<file path="src/rtl/vga_frame_scanout.sv">
// VGA scanout: timing generator, SRAM line fetcher with scroll, 4-word
// FIFO and byte unpacker feeding the palette one index per clock.
module vga_frame_scanout #(
  parameter int H_ACTIVE = 800,
  parameter int H_FP     = 40,
  parameter int H_SYNC   = 128,
  parameter int H_BP     = 88,
  parameter int V_ACTIVE = 480,
  parameter int V_FP     = 13,
  parameter int V_SYNC   = 3,
  parameter int V_BP     = 32,
  parameter int PREFETCH = 8
) (
  input  logic        Clk,
  input  logic        Reset_L,
  input  logic        Enable,
  input  logic [9:0]  HScrollValue,
  input  logic [9:0]  VScrollValue,
  output logic        Sram_Req,
  output logic [17:0] Sram_AddressOut,
  input  logic        Sram_Grant,
  input  logic [15:0] Sram_DataIn,
  output logic        HSync_L,
  output logic        VSync_L,
  output logic        Blank_L,
  output logic [7:0]  PixelIndex,
  output logic        Underflow
);
  localparam int H_TOTAL = H_ACTIVE + H_FP + H_SYNC + H_BP;
  localparam int V_TOTAL = V_ACTIVE + V_FP + V_SYNC + V_BP;
  localparam int HW      = $clog2(H_TOTAL);
  localparam int VW      = $clog2(V_TOTAL);
  localparam int NEED0   = (H_ACTIVE + 1) / 2;
  localparam int NEED1   = (H_ACTIVE + 2) / 2;
  localparam int WW      = $clog2(NEED1 + 1);

  localparam logic [HW-1:0] H_LAST = HW'(H_TOTAL - 1);
  localparam logic [HW-1:0] H_ACT  = HW'(H_ACTIVE);
  localparam logic [HW-1:0] H_PF   = HW'(H_TOTAL - PREFETCH);
  localparam logic [HW-1:0] HS_BEG = HW'(H_ACTIVE + H_FP);
  localparam logic [HW-1:0] HS_END = HW'(H_ACTIVE + H_FP + H_SYNC);
  localparam logic [VW-1:0] V_LAST = VW'(V_TOTAL - 1);
  localparam logic [VW-1:0] V_ACT  = VW'(V_ACTIVE);
  localparam logic [VW-1:0] VS_BEG = VW'(V_ACTIVE + V_FP);
  localparam logic [VW-1:0] VS_END = VW'(V_ACTIVE + V_FP + V_SYNC);
  localparam logic [WW-1:0] NEED0_W = WW'(NEED0);
  localparam logic [WW-1:0] NEED1_W = WW'(NEED1);

  typedef enum logic [1:0] {IDLE, REQ, WAIT} fstate_e;

  // ---------------- timing counters ----------------
  logic [HW-1:0] hcnt_q, hcnt_d;
  logic [VW-1:0] vcnt_q, vcnt_d, vnext;
  logic          h_wrap, v_wrap, active, pix_en, restart;
  logic [8:0]    fy_new;
  logic          vscroll_unused;

  assign h_wrap  = (hcnt_q == H_LAST);
  assign v_wrap  = (vcnt_q == V_LAST);
  assign vnext   = v_wrap ? '0 : vcnt_q + 1'b1;
  assign hcnt_d  = h_wrap ? '0 : hcnt_q + 1'b1;
  assign vcnt_d  = h_wrap ? vnext : vcnt_q;
  assign active  = (hcnt_q < H_ACT) && (vcnt_q < V_ACT);
  assign pix_en  = active && Enable;
  // Prefetch point of the line before an active line; any fetch still
  // running for the previous line is abandoned so each line starts clean.
  assign restart = Enable && (hcnt_q == H_PF) && (vnext < V_ACT);
  assign fy_new  = 9'(vnext) + VScrollValue[8:0];
  assign vscroll_unused = VScrollValue[9];

  // Pixel clock raster position
  always_ff @(posedge Clk or negedge Reset_L) begin
    if (!Reset_L) begin
      hcnt_q <= '0;
      vcnt_q <= '0;
    end else begin
      hcnt_q <= hcnt_d;
      vcnt_q <= vcnt_d;
    end
  end

  // ---------------- FIFO + fetcher state ----------------
  fstate_e       state_q, state_d;
  logic [9:0]    fx_q, fx_d;
  logic [8:0]    fy_q, fy_d;
  logic          skip_q, skip_d, sel_q, rvalid_q, req_c;
  logic [WW-1:0] words_q, words_d, words_inc, need;
  logic [15:0]   mem_q [4];
  logic [1:0]    wr_q, rd_q;
  logic [2:0]    cnt_q, cnt_next;
  logic          fifo_empty, push, pop;
  logic [15:0]   head;

  assign fifo_empty = (cnt_q == 3'd0);
  assign head       = mem_q[rd_q];
  assign pop        = pix_en && !fifo_empty && sel_q;
  // Returned word is kept only while enabled and not being flushed
  assign push       = (state_q == WAIT) && rvalid_q && Enable && !restart;
  assign cnt_next   = cnt_q + {2'b0, push} - {2'b0, pop};
  assign need       = skip_q ? NEED1_W : NEED0_W;
  assign words_inc  = words_q + 1'b1;

  assign Sram_Req        = req_c;
  assign Sram_AddressOut = {fy_q, fx_q[9:1]};

  // Fetcher next-state: request, wait for data, throttle on FIFO space
  always_comb begin
    state_d = state_q;
    fx_d    = fx_q;
    fy_d    = fy_q;
    skip_d  = skip_q;
    words_d = words_q;
    req_c   = 1'b0;
    case (state_q)
      REQ: begin
        if (!Enable) state_d = IDLE;
        else begin
          req_c = 1'b1;
          if (Sram_Grant) state_d = WAIT;
        end
      end
      WAIT: begin
        if (!Enable) state_d = IDLE;
        else begin
          if (push) begin
            fx_d    = fx_q + 10'd2;
            words_d = words_inc;
          end
          if (push && (words_inc == need)) state_d = IDLE;
          else if (cnt_next < 3'd4)        state_d = REQ;
        end
      end
      default: state_d = IDLE;
    endcase
    if (restart) begin
      state_d = REQ;
      fx_d    = HScrollValue & 10'h3FE;
      fy_d    = fy_new;
      skip_d  = HScrollValue[0];
      words_d = '0;
    end
  end

  // Fetcher registers, return tracking and FIFO pointers
  always_ff @(posedge Clk or negedge Reset_L) begin
    if (!Reset_L) begin
      state_q  <= IDLE;
      fx_q     <= '0;
      fy_q     <= '0;
      skip_q   <= 1'b0;
      words_q  <= '0;
      rvalid_q <= 1'b0;
      sel_q    <= 1'b0;
      wr_q     <= '0;
      rd_q     <= '0;
      cnt_q    <= '0;
    end else begin
      state_q  <= state_d;
      fx_q     <= fx_d;
      fy_q     <= fy_d;
      skip_q   <= skip_d;
      words_q  <= words_d;
      rvalid_q <= req_c && Sram_Grant && !restart;
      if (restart) begin
        sel_q <= HScrollValue[0];
        wr_q  <= '0;
        rd_q  <= '0;
        cnt_q <= '0;
      end else begin
        if (pix_en) sel_q <= ~sel_q;
        if (push)   wr_q  <= wr_q + 1'b1;
        if (pop)    rd_q  <= rd_q + 1'b1;
        cnt_q <= cnt_next;
      end
    end
  end

  // FIFO storage
  always_ff @(posedge Clk) begin
    if (push) mem_q[wr_q] <= Sram_DataIn;
  end

  // ---------------- registered video outputs ----------------
  logic       hs_q, vs_q, blank_q, und_q;
  logic       hs_d, vs_d, und_d;
  logic [7:0] pix_q, pix_d;

  assign hs_d  = !((hcnt_q >= HS_BEG) && (hcnt_q < HS_END));
  assign vs_d  = !((vcnt_q >= VS_BEG) && (vcnt_q < VS_END));
  assign pix_d = (pix_en && !fifo_empty) ? (sel_q ? head[7:0] : head[15:8]) : 8'd0;
  // Sticky starvation flag, cleared as VSync_L goes low
  assign und_d = (vs_q && !vs_d) ? 1'b0 : (und_q || (pix_en && fifo_empty));

  // Output stage keeps pixel, blank and syncs aligned
  always_ff @(posedge Clk or negedge Reset_L) begin
    if (!Reset_L) begin
      hs_q    <= 1'b1;
      vs_q    <= 1'b1;
      blank_q <= 1'b0;
      pix_q   <= 8'd0;
      und_q   <= 1'b0;
    end else begin
      hs_q    <= hs_d;
      vs_q    <= vs_d;
      blank_q <= pix_en;
      pix_q   <= pix_d;
      und_q   <= und_d;
    end
  end

  assign HSync_L    = hs_q;
  assign VSync_L    = vs_q;
  assign Blank_L    = blank_q;
  assign PixelIndex = pix_q;
  assign Underflow  = und_q;
endmodule

</file>
<file path="config.mk">
export PLATFORM = sky130hd
export DESIGN_NAME = vga_frame_scanout
export DESIGN_NICKNAME = d
export VERILOG_FILES = /design/src/rtl/vga_frame_scanout.sv
export SDC_FILE = /design/constraint.sdc
export NUM_CORES = 1
export LEC_CHECK = 0
export ABC_CLOCK_PERIOD_IN_PS = 3400
export BUFFER_PORTS_ARGS = -buffer_cell sky130_fd_sc_hd__buf_2
export CORE_MARGIN = 2
export CORE_UTILIZATION = 35
export CTS_CLUSTER_DIAMETER = 80
export DETAILED_ROUTE_END_ITERATION = 7
export MAX_ROUTING_LAYER = met4
export SKIP_CTS_REPAIR_TIMING = 1
export SLEW_MARGIN = 20
export SYNTH_ARGS = -nofsm -noshare
export SYNTH_HDL_FRONTEND = slang
export SYNTH_SLANG_ARGS = --single-unit
export TNS_END_PERCENT = 5
</file>
<file path="constraint.sdc">
create_clock -name Clk -period 3.4 [get_ports Clk]
set_input_delay 0.34 -clock Clk [delete_from_list [all_inputs] [get_ports Clk]]
set_output_delay 0.34 -clock Clk [all_outputs]
set_load 0.02 [all_outputs]
</file>
==> metrics, run 1 <==
R2R setup slack 0.14 ns; clock latency on the worst-skew pair 0.42 ns; RSZ-0062 raised after global routing false; Multi-input gate area 2603 µm²; Comb power frac 18.8%; DRT Wirelength 13130 µm; Clock Pin Slew Worst Setup and Hold Paths 0.06 ns; Die H 140.3 µm; worst r2r src hcnt_q[10]; crit end category flip-flop; Crit path arrival time 3.61 ns; part of the power in registers 42.2%; Synth warnings 0; root buffer cell clkbuf_16; GR Util All Layers 14.58%; total of max-cap violations 0; Synth Cell Area 6501 µm²; Worst-Margin Slew 0.9647 ns; Placeable Area 18090 µm²; syn avg cell area 13.29 µm²; Hold Crit Class in -> async; Primary FF master, synth dfrtp_1; drt first pass iters 4; cell row count 49; Critical R2R Capture state_q[0]; CTS tree built; CP endpoint state_q[0]; Residual DRC 0; GRT Residual Overflow 0; Final Max Slew Viols 0; worst slack, placed 0.03394 ns; Commonest cells post-synth dfrtp_1 (70), edfxtp_1 (64), nand2_1 (42); Synth Net Count 554; WL per Instance 15.99 µm; worst setup path start hcnt_q[10]; endpoints failing setup 0; layout cells sized above 1 29.78%; adder-cell share of the synthesized area 5.042%; status finished, final reports clean; pin count of the biggest net entering global routing 73; compound-cell area share of the yosys netlist 4.677%; Max Freq 306.3 MHz; die area 19680 µm²; via-per-instance ratio 4.932; switching component of the power 0.001186 W; CTS Buffer Depth 2; Final ANT Viol Nets 0; DP HPWL 8754 µm; Net Sw Frac 26.32%; GPL Wtd Cong 0.7720; R2R cell count 13; antenna violations before repair 1; Yosys top cell by area edfxtp_1; most area-consuming cells after synthesis edfxtp_1 (30%), dfrtp_1 (27%), mux4_2 (5.5%); Tmin final 3.265 ns; Post-synth EDFFs 64; Worst Setup Slack, final 0.1352 ns; Hold Vio Cnt, Final 0; PwrDens 579.2 nW/µm²; leakage 3.334 nW; TritonCTS buffer count 17; Synth cell types 59; CTS H-tree lvls 4; CTS Sinks 136; Design Power 0.004507 W; Port Buf Inserts 69; largest family of logic cells by synthesized area simple AND/OR/NAND/NOR gates; Post-Synth XOR/XNOR Area 7.410%; mux share of post-synthesis cell area 9.738%; Synth Instances 489; crit-path max FO 4; register area 3729 µm²; fin crit share 96.02%; Initial Utilization 35.95%; Clock Skew 0.01295 ns; global-route wire length before repair 21330 µm; Pint 0.003321 W; Max VDD drop 399.8 µV; Area Overhead vs Synth 19.69%; Clock Power Share 39.0%; Setup CP Type reg -> reg; Synth Area in Simple Gates 12.45%; dominant cell by count in the synthesized netlist dfrtp_1; initial drt markers 187; relative slew slack 35.69%; vias in the first global route 4251; startpoint types flip-flop; final core occ 43.02%; Seq/Total Area, Yosys 57.31%; Nets 643; post-synth top area share 29.56%; Ports 71; Die X 140.3 µm; Worst EP required 3.74 ns; Fillers 1668; share of async-settable or async-resettable flops after synthesis 52.94%; routed vias 4049; Yosys reg bits 136
metal layers:
layer | wire length, µm | up-vias | global-route usage [%]
met4 | 166 | 0 | 4.732
met2 | 6398 | 73 | 23.19
li1 | - | 1940 | -
met3 | 691 | 12 | 5.436
met5 | 0 | - | -
met1 | 5871 | 2024 | 17.21
through the flow:
stage	cells	area (µm²)	hold slack, ns	setup TNS, ns
floorplan	489	6525	0.04441	-0.04421
global placement	787	7183	0.4629	0
detailed placement	787	7183	0.4715	0
CTS	819	7745	0.1120	0
global route	821	7781	0.1180	0
finish	821	7781	0.05245	0
registers in the layout, indices dropped and copies added, names as in the netlist, 2 cells and up:
name,count
PixelIndex,8
cnt_q,3
fx_q,9
fy_q,9
hcnt_q,11
mem_q,64
rd_q,2
state_q,2
vcnt_q,10
words_q,9
wr_q,2
power by group through the flow:
| stage | clock network, W | registers, W | logic [W] |
|---|---|---|---|
| after global routing | 0.00188 | 0.00191 | 0.000927 |
| after CTS | 0.00180 | 0.00190 | 0.000843 |
| after global placement | 0 | 0.00193 | 0.000821 |
| after floorplan | 0 | 0.00194 | 0.000555 |
| after detailed placement | 0 | 0.00193 | 0.000838 |
| final | 0.00176 | 0.00190 | 0.000846 |
worst min path at each step:
stage,end,slack (ns)
floorplan,Blank_L,0.04
finish,fy_q[8],0.05
CTS,fy_q[6],0.11
detailed placement,fy_q[5],0.47
global route,mem_q[1][10],0.12
global placement,fy_q[4],0.46
worst max-delay path: stages (launching register included):
cell	delay (ns)
dfrtp_1	0.41
or3b_1	0.38
or4_4	0.53
nor2_4	0.12
ha_1	0.23
inv_1	0.05
ha_1	0.12
inv_1	0.05
fa_2	0.35
xor2_2	0.16
xnor2_2	0.15
buf_4	0.15
o32a_1	0.32
o211ai_1	0.16
final cells by class:
type                       count  area share [%]
sequential                   136           47.92
inverter                      17          0.8201
clock inverter                 9           1.335
multi-input combinational    312           33.45
antenna                        1         0.03216
tap                          229           3.682
timing repair buffer          94           6.882
clock buffer                  23           5.885
cells by family (layout without fill, tap and decap cells):
logic type / count (synthesis) / after routing
DFF: 136 / 136
buffers and inverters: 41 / 143
other: 0 / 1
xor gates and xnor gates: 55 / 55
and+or+nand+nor: 153 / 153
adders and majority gates: 25 / 25
AOI/OAI and AO/OA: 39 / 39
muxes: 40 / 40
layout by cell type (no fill, tap or decap), drive strengths merged, types with 2 or more instances in the layout:
cell type and n:
nor2b 4, nand3b 2, fa 2, a21oi 12, clkbuf 23, xor2 22, mux2 23, nand3 18
nor2 37, ha 23, or4 2, nand2 42, o21ai 4, a31oi 2, nor3 7, inv 17
buf 94, nor4 3, a2111oi 2, edfxtp 64, dfrtp 70, nand4 8, bufinv 2, clkinvlp 2
dfstp 2, o21bai 3, mux4 16, xnor2 33, o31ai 2, nand4b 3, o211ai 3, clkinv 5
o41ai 2, and2 4, and3 17
Note: power is estimated with default switching activity, not from simulation.
==> inputs of run 2 (changes only) <==
--- a/config.mk
+++ b/config.mk
@@ -5,6 +5,7 @@
 export SDC_FILE = /design/constraint.sdc
 export NUM_CORES = 1
 export LEC_CHECK = 0
+export ABC_AREA = 1
 export ABC_CLOCK_PERIOD_IN_PS = 3400
 export BUFFER_PORTS_ARGS = -buffer_cell sky130_fd_sc_hd__buf_2
 export CORE_MARGIN = 2
==> run 2 against run 1 <==
  * Setup slack better by 0.27 ns
  * Critical path depth grew 7
  * Synthesized cell count rose by 37%
  * Sequential power is 3% lower
  * Count of clock-buffer cells in the layout fell by 5
  * Final cell count increased by 21%
  * Largest cell class unchanged
==> metrics, run 2 <==
status finished, final reports clean; vias in the first global route 4570 (+7.5%); Synth Net Count 737 (+33%); cell row count 49 (unchanged); Hold Vio Cnt, Final 0 (unchanged); Placed Area 7109 µm² (-1.0%); routed vias 4701 (+16%); Post-synth EDFFs 64 (unchanged); CTS tree built; GR Util All Layers 14.98% (+0.41 points); Port Buf Inserts 69 (unchanged); via-per-instance ratio 4.744 (-3.8%); crit-path max FO 5 (+1); Residual DRC 0 (unchanged); Ports 71 (unchanged); Area Overhead vs Synth 18.02%; Critical R2R Capture state_q[0]; CTS Buffer Depth 2 (unchanged); WL per Instance 13.72 µm (-14%); Commonest cells post-synth nand2_1 (159), inv_1 (89), dfrtp_1 (70); Final Max Slew Viols 0 (unchanged); Nets 814 (+27%); Final Cell Area 7677 µm² (-1.3%); number of flip-flops in the largest register 64 (unchanged); Tmin final 2.998 ns (-0.2669 ns); die area 19690 µm² (about the same); RSZ-0062 raised after global routing false; R2R cell count 20 (+7); PwrDens 574.5 nW/µm² (-0.81%); Crit path arrival time 3.31 ns (-0.30 ns); Placeable Area 18090 µm² (unchanged); Top reg by flops mem_q; total of max-cap violations 0 (unchanged); startpoint types flip-flop; Die X 140.3 µm (about the same); TritonCTS buffer count 17 (unchanged); Largest regs mem_q: 64 flops, hcnt_q: 11 flops, vcnt_q: 10 flops; GPL Wtd Cong 0.7848 (+1.7%); leakage 3.484 nW (+4.5%); Seq/Total Area, Yosys 57.28% (about the same); antenna violations before repair 0 (-1); post-synth top area share 29.54% (about the same); Critical Path Slowest Stage Cell dfrtp_1; critical-path cell list ha_1, nand3_1, o21ai_1, nand2_1, nor2_2, nand3_2, nand2_4, nand2_2, ha_1, inv_1, ha_1, inv_1, fa_1, xor2_1, nor2_4, nand3_2, nand2_2, inv_1, nand2_1, nand2_1; GRT Residual Overflow 0 (unchanged); pin count of the biggest net entering global routing 73 (unchanged); worst setup path start vcnt_q[0]; CP endpoint state_q[0]; Setup CP Type reg -> reg; worst slack, placed 0.3766 ns (+0.3427 ns); crit end category flip-flop; syn avg cell area 9.680 µm² (-27%); Final ANT Viol Nets 0 (unchanged); Primary FF master, synth dfrtp_1; Synth cell types 41 (-31%); max incr delay on CP 0.41 ns (-0.12 ns); dominant cell by count in the synthesized netlist nand2_1; relative slew slack 28.29% (-7.4 points); Synth Instances 672 (+37%); global-route wire length before repair 22540 µm (+5.7%); clock latency on the worst-skew pair 0.42 ns (about the same); initial drt markers 231 (+24%); share of async-settable or async-resettable flops after synthesis 52.94% (unchanged); Fillers 1785 (+7.0%); Clock Pin Slew Worst Setup and Hold Paths 0.06 ns (about the same); Yosys reg bits 136 (unchanged); Clock Skew 0.01012 ns (-0.002831 ns); DP HPWL 9100 µm (+3.9%); root buffer cell clkbuf_16; Die H 140.3 µm (about the same); DRT Wirelength 13600 µm (+3.6%); worst r2r src vcnt_q[0]; Worst Setup Slack, final 0.4022 ns (+0.2669 ns); final setup TNS 0 ns (unchanged); R2R setup slack 0.40 ns (+0.27 ns); most area-consuming cells after synthesis edfxtp_1 (30%), dfrtp_1 (27%), nand2_1 (9.2%); Max Freq 333.6 MHz (+8.9%); Worst EP required 3.71 ns (-0.03 ns); Max VDD drop 368.0 µV (-7.9%); number of diodes 0 (-1); Hold Crit Class in -> async; CTS Sinks 136 (unchanged); fin crit share 88.17% (-7.9 points); CTS H-tree lvls 4 (unchanged); Worst-Margin Slew 1.074 ns (+0.1097 ns); Yosys top cell by area edfxtp_1; Synth warnings 0 (unchanged); drt first pass iters 4 (unchanged); Initial Utilization 35.97% (about the same); endpoints failing setup 0 (unchanged); Synth Cell Area 6505 µm² (about the same); layout cells sized above 1 17.06% (-13 points); most frequent cells in the layout nand2_1 (159), inv_1 (89), dfrtp_1 (70); most common cell after layout, fill and taps aside nand2_1
-- run 2: cell count changes in the layout (fill, tap and decap cells not counted), moves of 10 or more --
cell     before  now
buf_4        26   10
nand2_1      42  159
mux2_2       12    0
mux2_1       10    0
a21oi_1      12   37
and3_1       16    0
o21ai_0       2   34
mux4_2       16    0
xnor2_1      32    5
inv_1        17   89
nor2_1       35   47
-- run 2: power breakdown --
| group | switching (W) | leakage (nW) | internal [W] | total [W] |
|---|---|---|---|---|
| Clock | 0.000743 | 0.270 | 0.00102 | 0.00177 |
| Sequential | 0.0000549 | 1.48 | 0.00180 | 0.00185 |
| Combinational | 0.000502 | 1.74 | 0.000288 | 0.000791 |
-- run 2: critical path, delay by kind of cell (launching register included) --
| kind | cells | cell delay [ns] |
|---|---|---|
| XOR/XNOR | 1 | 0.20 |
| adder cells (fa/ha/maj) | 4 | 1.00 |
| buffers and inverters | 3 | 0.15 |
| AND/OR/NAND/NOR | 11 | 0.99 |
| AO/OA/AOI/OAI | 1 | 0.16 |
| flip-flops | 1 | 0.41 |
-- run 2: logic make-up after synthesis --
logic type,after synthesis,share of synthesized area [%]
AND/OR/NAND/NOR,266,17.62
flip-flops,136,57.28
AO/OA/AOI/OAI,110,10.12
XOR/XNOR,23,3.097
buffers and inverters,112,6.847
adder cells (fa/ha/maj),25,5.040
-- run 2: cell type report --
class,count,area (µm²),share of cell area [%]
tap,229,286.5,3.732
clock buffer,18,429.2,5.590
timing repair buffer,78,415.4,5.411
clock inverter,14,138.9,1.809
multi-input combinational,424,2333,30.39
inverter,92,347.8,4.531
sequential,136,3726,48.53
-- run 2: how the worst min path moves through the flow --
stage | startpoint | endpoint
global route | Sram_DataIn[13] | mem_q[3][13]
finish | Reset_L | vcnt_q[4]
CTS | Reset_L | vcnt_q[0]
detailed placement | fy_q[0] | fy_q[0]
global placement | fy_q[6] | fy_q[6]
floorplan | Reset_L | Blank_L
-- run 2: through the flow --
stage	cells	util (%)	total power, W	hold WS [ns]
detailed placement	959	39.31	0.002685	0.4666
global route	991	42.45	0.004639	0.1200
CTS	991	42.45	0.004465	0.1056
floorplan	672	-	0.002441	0.04441
global placement	959	39.31	0.002678	0.4632
finish	991	42.45	0.004411	0.05719
-- run 2: layer usage --
metal  vias to the layer above  track usage, %  wire, µm
met2                        98           23.50      6333
met1                      2189           19.27      6545
li1                       2397               -         -
met4                         0           5.423       165
met3                        17           3.179       556
met5                         -               -         0
==> inputs of run 3 (changes only) <==
--- a/config.mk
+++ b/config.mk
@@ -9,10 +9,11 @@
 export ABC_CLOCK_PERIOD_IN_PS = 3400
 export BUFFER_PORTS_ARGS = -buffer_cell sky130_fd_sc_hd__buf_2
 export CORE_MARGIN = 2
-export CORE_UTILIZATION = 35
+export CORE_UTILIZATION = 53
 export CTS_CLUSTER_DIAMETER = 80
 export DETAILED_ROUTE_END_ITERATION = 7
 export MAX_ROUTING_LAYER = met4
+export PLACE_DENSITY = 0.76
 export SKIP_CTS_REPAIR_TIMING = 1
 export SLEW_MARGIN = 20
 export SYNTH_ARGS = -nofsm -noshare
==> run 3 against run 2 <==
  * Total power shrank 1.4%
  * Largest cell class unchanged
  * Clock skew decreased by 0.0035 ns
  * Fmax shrank 2.6%
  * Final cell count fell by 7.9%
  * Non-clock buffer count is 3 higher
  * Sequential cell count unchanged
  * Sequential share of layout area rose by 0.58 points
  * Clock power shrank 3%
==> metrics, run 3 (synthesized netlist as in run 2, its figures left out) <==
Initial Utilization 54.16% (+18 points); GPL Wtd Cong 0.8517 (+8.5%); Worst-Margin Slew 0.9694 ns (-0.1051 ns); Nets 817 (+0.37%); switching component of the power 0.001252 W (-3.7%); Placeable Area 12010 µm² (-34%); Fillers 980 (-45%); pin count of the biggest net entering global routing 35 (-52%); Area Overhead vs Synth 16.62%; Max Freq 324.9 MHz (-2.6%); crit end category flip-flop; vias in the first global route 4907 (+7.4%); Clock Pin Slew Worst Setup and Hold Paths 0.06 ns (about the same); Net Sw Frac 28.80% (-0.69 points); DRT Wirelength 13390 µm (-1.5%); drt first pass iters 5 (+1); global-route wire length before repair 22400 µm (-0.61%); WL per Instance 14.67 µm (+6.9%); endpoints failing setup 0 (unchanged); part of the power in registers 42.5% (+0.5 points); Placed Area 7019 µm² (-1.3%); most common cell after layout, fill and taps aside nand2_1; PwrDens 573.1 nW/µm² (-0.26%); Die H 114.8 µm (-18%); antenna violations before repair 1 (+1); most frequent cells in the layout nand2_1 (159), inv_1 (89), dfrtp_1 (70); Clock Power Share 39.3% (-0.7 points); Worst EP required 3.71 ns (about the same); Tmin final 3.078 ns (+0.08042 ns); TritonCTS buffer count 17 (unchanged); Top reg by flops mem_q; Hold Crit Class in -> reg; Clock Skew 0.006606 ns (-0.003510 ns); total of max-cap violations 0 (unchanged); Die X 114.8 µm (-18%); Buf/Inv on CP 3 (unchanged); die area 13180 µm² (-33%); crit-path max FO 5 (unchanged); routed vias 4860 (+3.4%); CP delay by family, top adder cells; Critical Path Slowest Stage Cell dfrtp_1; via-per-instance ratio 5.323 (+12%); root buffer cell clkbuf_16; number of flip-flops in the largest register 64 (unchanged); CTS Sinks 136 (unchanged); fin crit share 90.54% (+2.4 points); Ports 71 (unchanged); status finished, final reports clean; Pint 0.003095 W (-0.48%); cell row count 40 (-18%); critical-path cell list ha_1, nand3_1, o21ai_1, nand2_1, nor2_2, nand3_2, nand2_4, nand2_2, ha_1, inv_1, ha_1, inv_1, fa_1, xor2_1, nor2_4, nand3_2, nand2_2, inv_1, nand2_1, nand2_1; DP HPWL 9112 µm (+0.13%); dpl cells 879 (-8.3%); CTS tree built; Setup CP Type reg -> reg; Port Buf Inserts 69 (unchanged); clock latency on the worst-skew pair 0.42 ns (about the same); Residual DRC 0 (unchanged); relative slew slack 35.30% (+7.0 points); max incr delay on CP 0.41 ns (about the same); Final Cell Area 7586 µm² (-1.2%); Largest regs mem_q: 64 flops, hcnt_q: 11 flops, vcnt_q: 10 flops; register area 3726 µm² (unchanged); Max VDD drop 282.9 µV (-23%); Hold Vio Cnt, Final 0 (unchanged); layout cells sized above 1 17.12% (+0.064 points); GR Util All Layers 22.64% (+7.7 points); initial drt markers 341 (+48%); CTS H-tree lvls 4 (unchanged); Comb power frac 18.2% (+0.3 points); Crit path arrival time 3.39 ns (+0.08 ns); final setup TNS 0 ns (unchanged); leakage 3.495 nW (+0.31%); fin cells 913 (-7.9%); Final Max Slew Viols 0 (unchanged); startpoint types flip-flop; Multi-input gate area 2333 µm² (unchanged); Final ANT Viol Nets 0 (unchanged); GRT Residual Overflow 0 (unchanged); RSZ-0062 raised after global routing false; CTS Buffer Depth 2 (unchanged)
run 3: stage by stage:
stage / hold WS, ns / total power [W] / setup WS [ns] / util (%)
after detailed placement: 0.3479 / 0.002671 / 0.3082 / 58.44
after floorplan: 0.04441 / 0.002441 / 0.3733 / -
final: 0.1341 / 0.004347 / 0.3217 / 63.16
after global routing: 0.1196 / 0.004550 / 0.06984 / 63.16
after global placement: 0.3329 / 0.002640 / 0.4740 / 58.44
after CTS: -0.09940 / 0.004371 / 0.2981 / 63.05
run 3: layer usage:
layer	share of wire, %	global-route usage, %	vias to the layer above
li1	-	-	2391
met1	43	26.34	2306
met2	50	37.36	137
met3	5.8	6.484	26
met4	1.8	8.835	0
met5	0	-	-
run 3: layout make-up:
type / instances / area share [%]
Timing Repair Buffer: 81 / 5.773
Inverter: 92 / 4.585
Clock inverter: 14 / 1.649
Antenna cell: 1 / 0.03299
Multi-Input combinational cell: 424 / 30.76
Clock buffer: 18 / 5.657
Tap cell: 147 / 2.425
Sequential cell: 136 / 49.12
run 3: worst paths after layout:
| path | startpoint | endpoint | slack, ns | cells past startpoint |
|---|---|---|---|---|
| setup / recovery | vcnt_q[0] | state_q[0] | 0.32 | 20 |
| hold / removal | Sram_DataIn[12] | mem_q[1][12] | 0.13 | 1 |
| setup reg to reg | vcnt_q[0] | state_q[0] | 0.32 | 20 |
| hold reg to reg | fy_q[0] | fy_q[0] | 0.48 | 2 |
| max in group asynchronous | Reset_L | VSync_L | 2.18 | 3 |
| min in group asynchronous | Reset_L | fx_q[3] | 0.42 | 2 |
run 3: power groups by stage:
stage / combinational [W] / sequential (W) / clock (W)
floorplan: 0.000529 / 0.00191 / 0
global placement: 0.000763 / 0.00188 / 0
detailed placement: 0.000792 / 0.00188 / 0
CTS: 0.000795 / 0.00185 / 0.00173
global route: 0.000884 / 0.00186 / 0.00181
finish: 0.000791 / 0.00185 / 0.00171
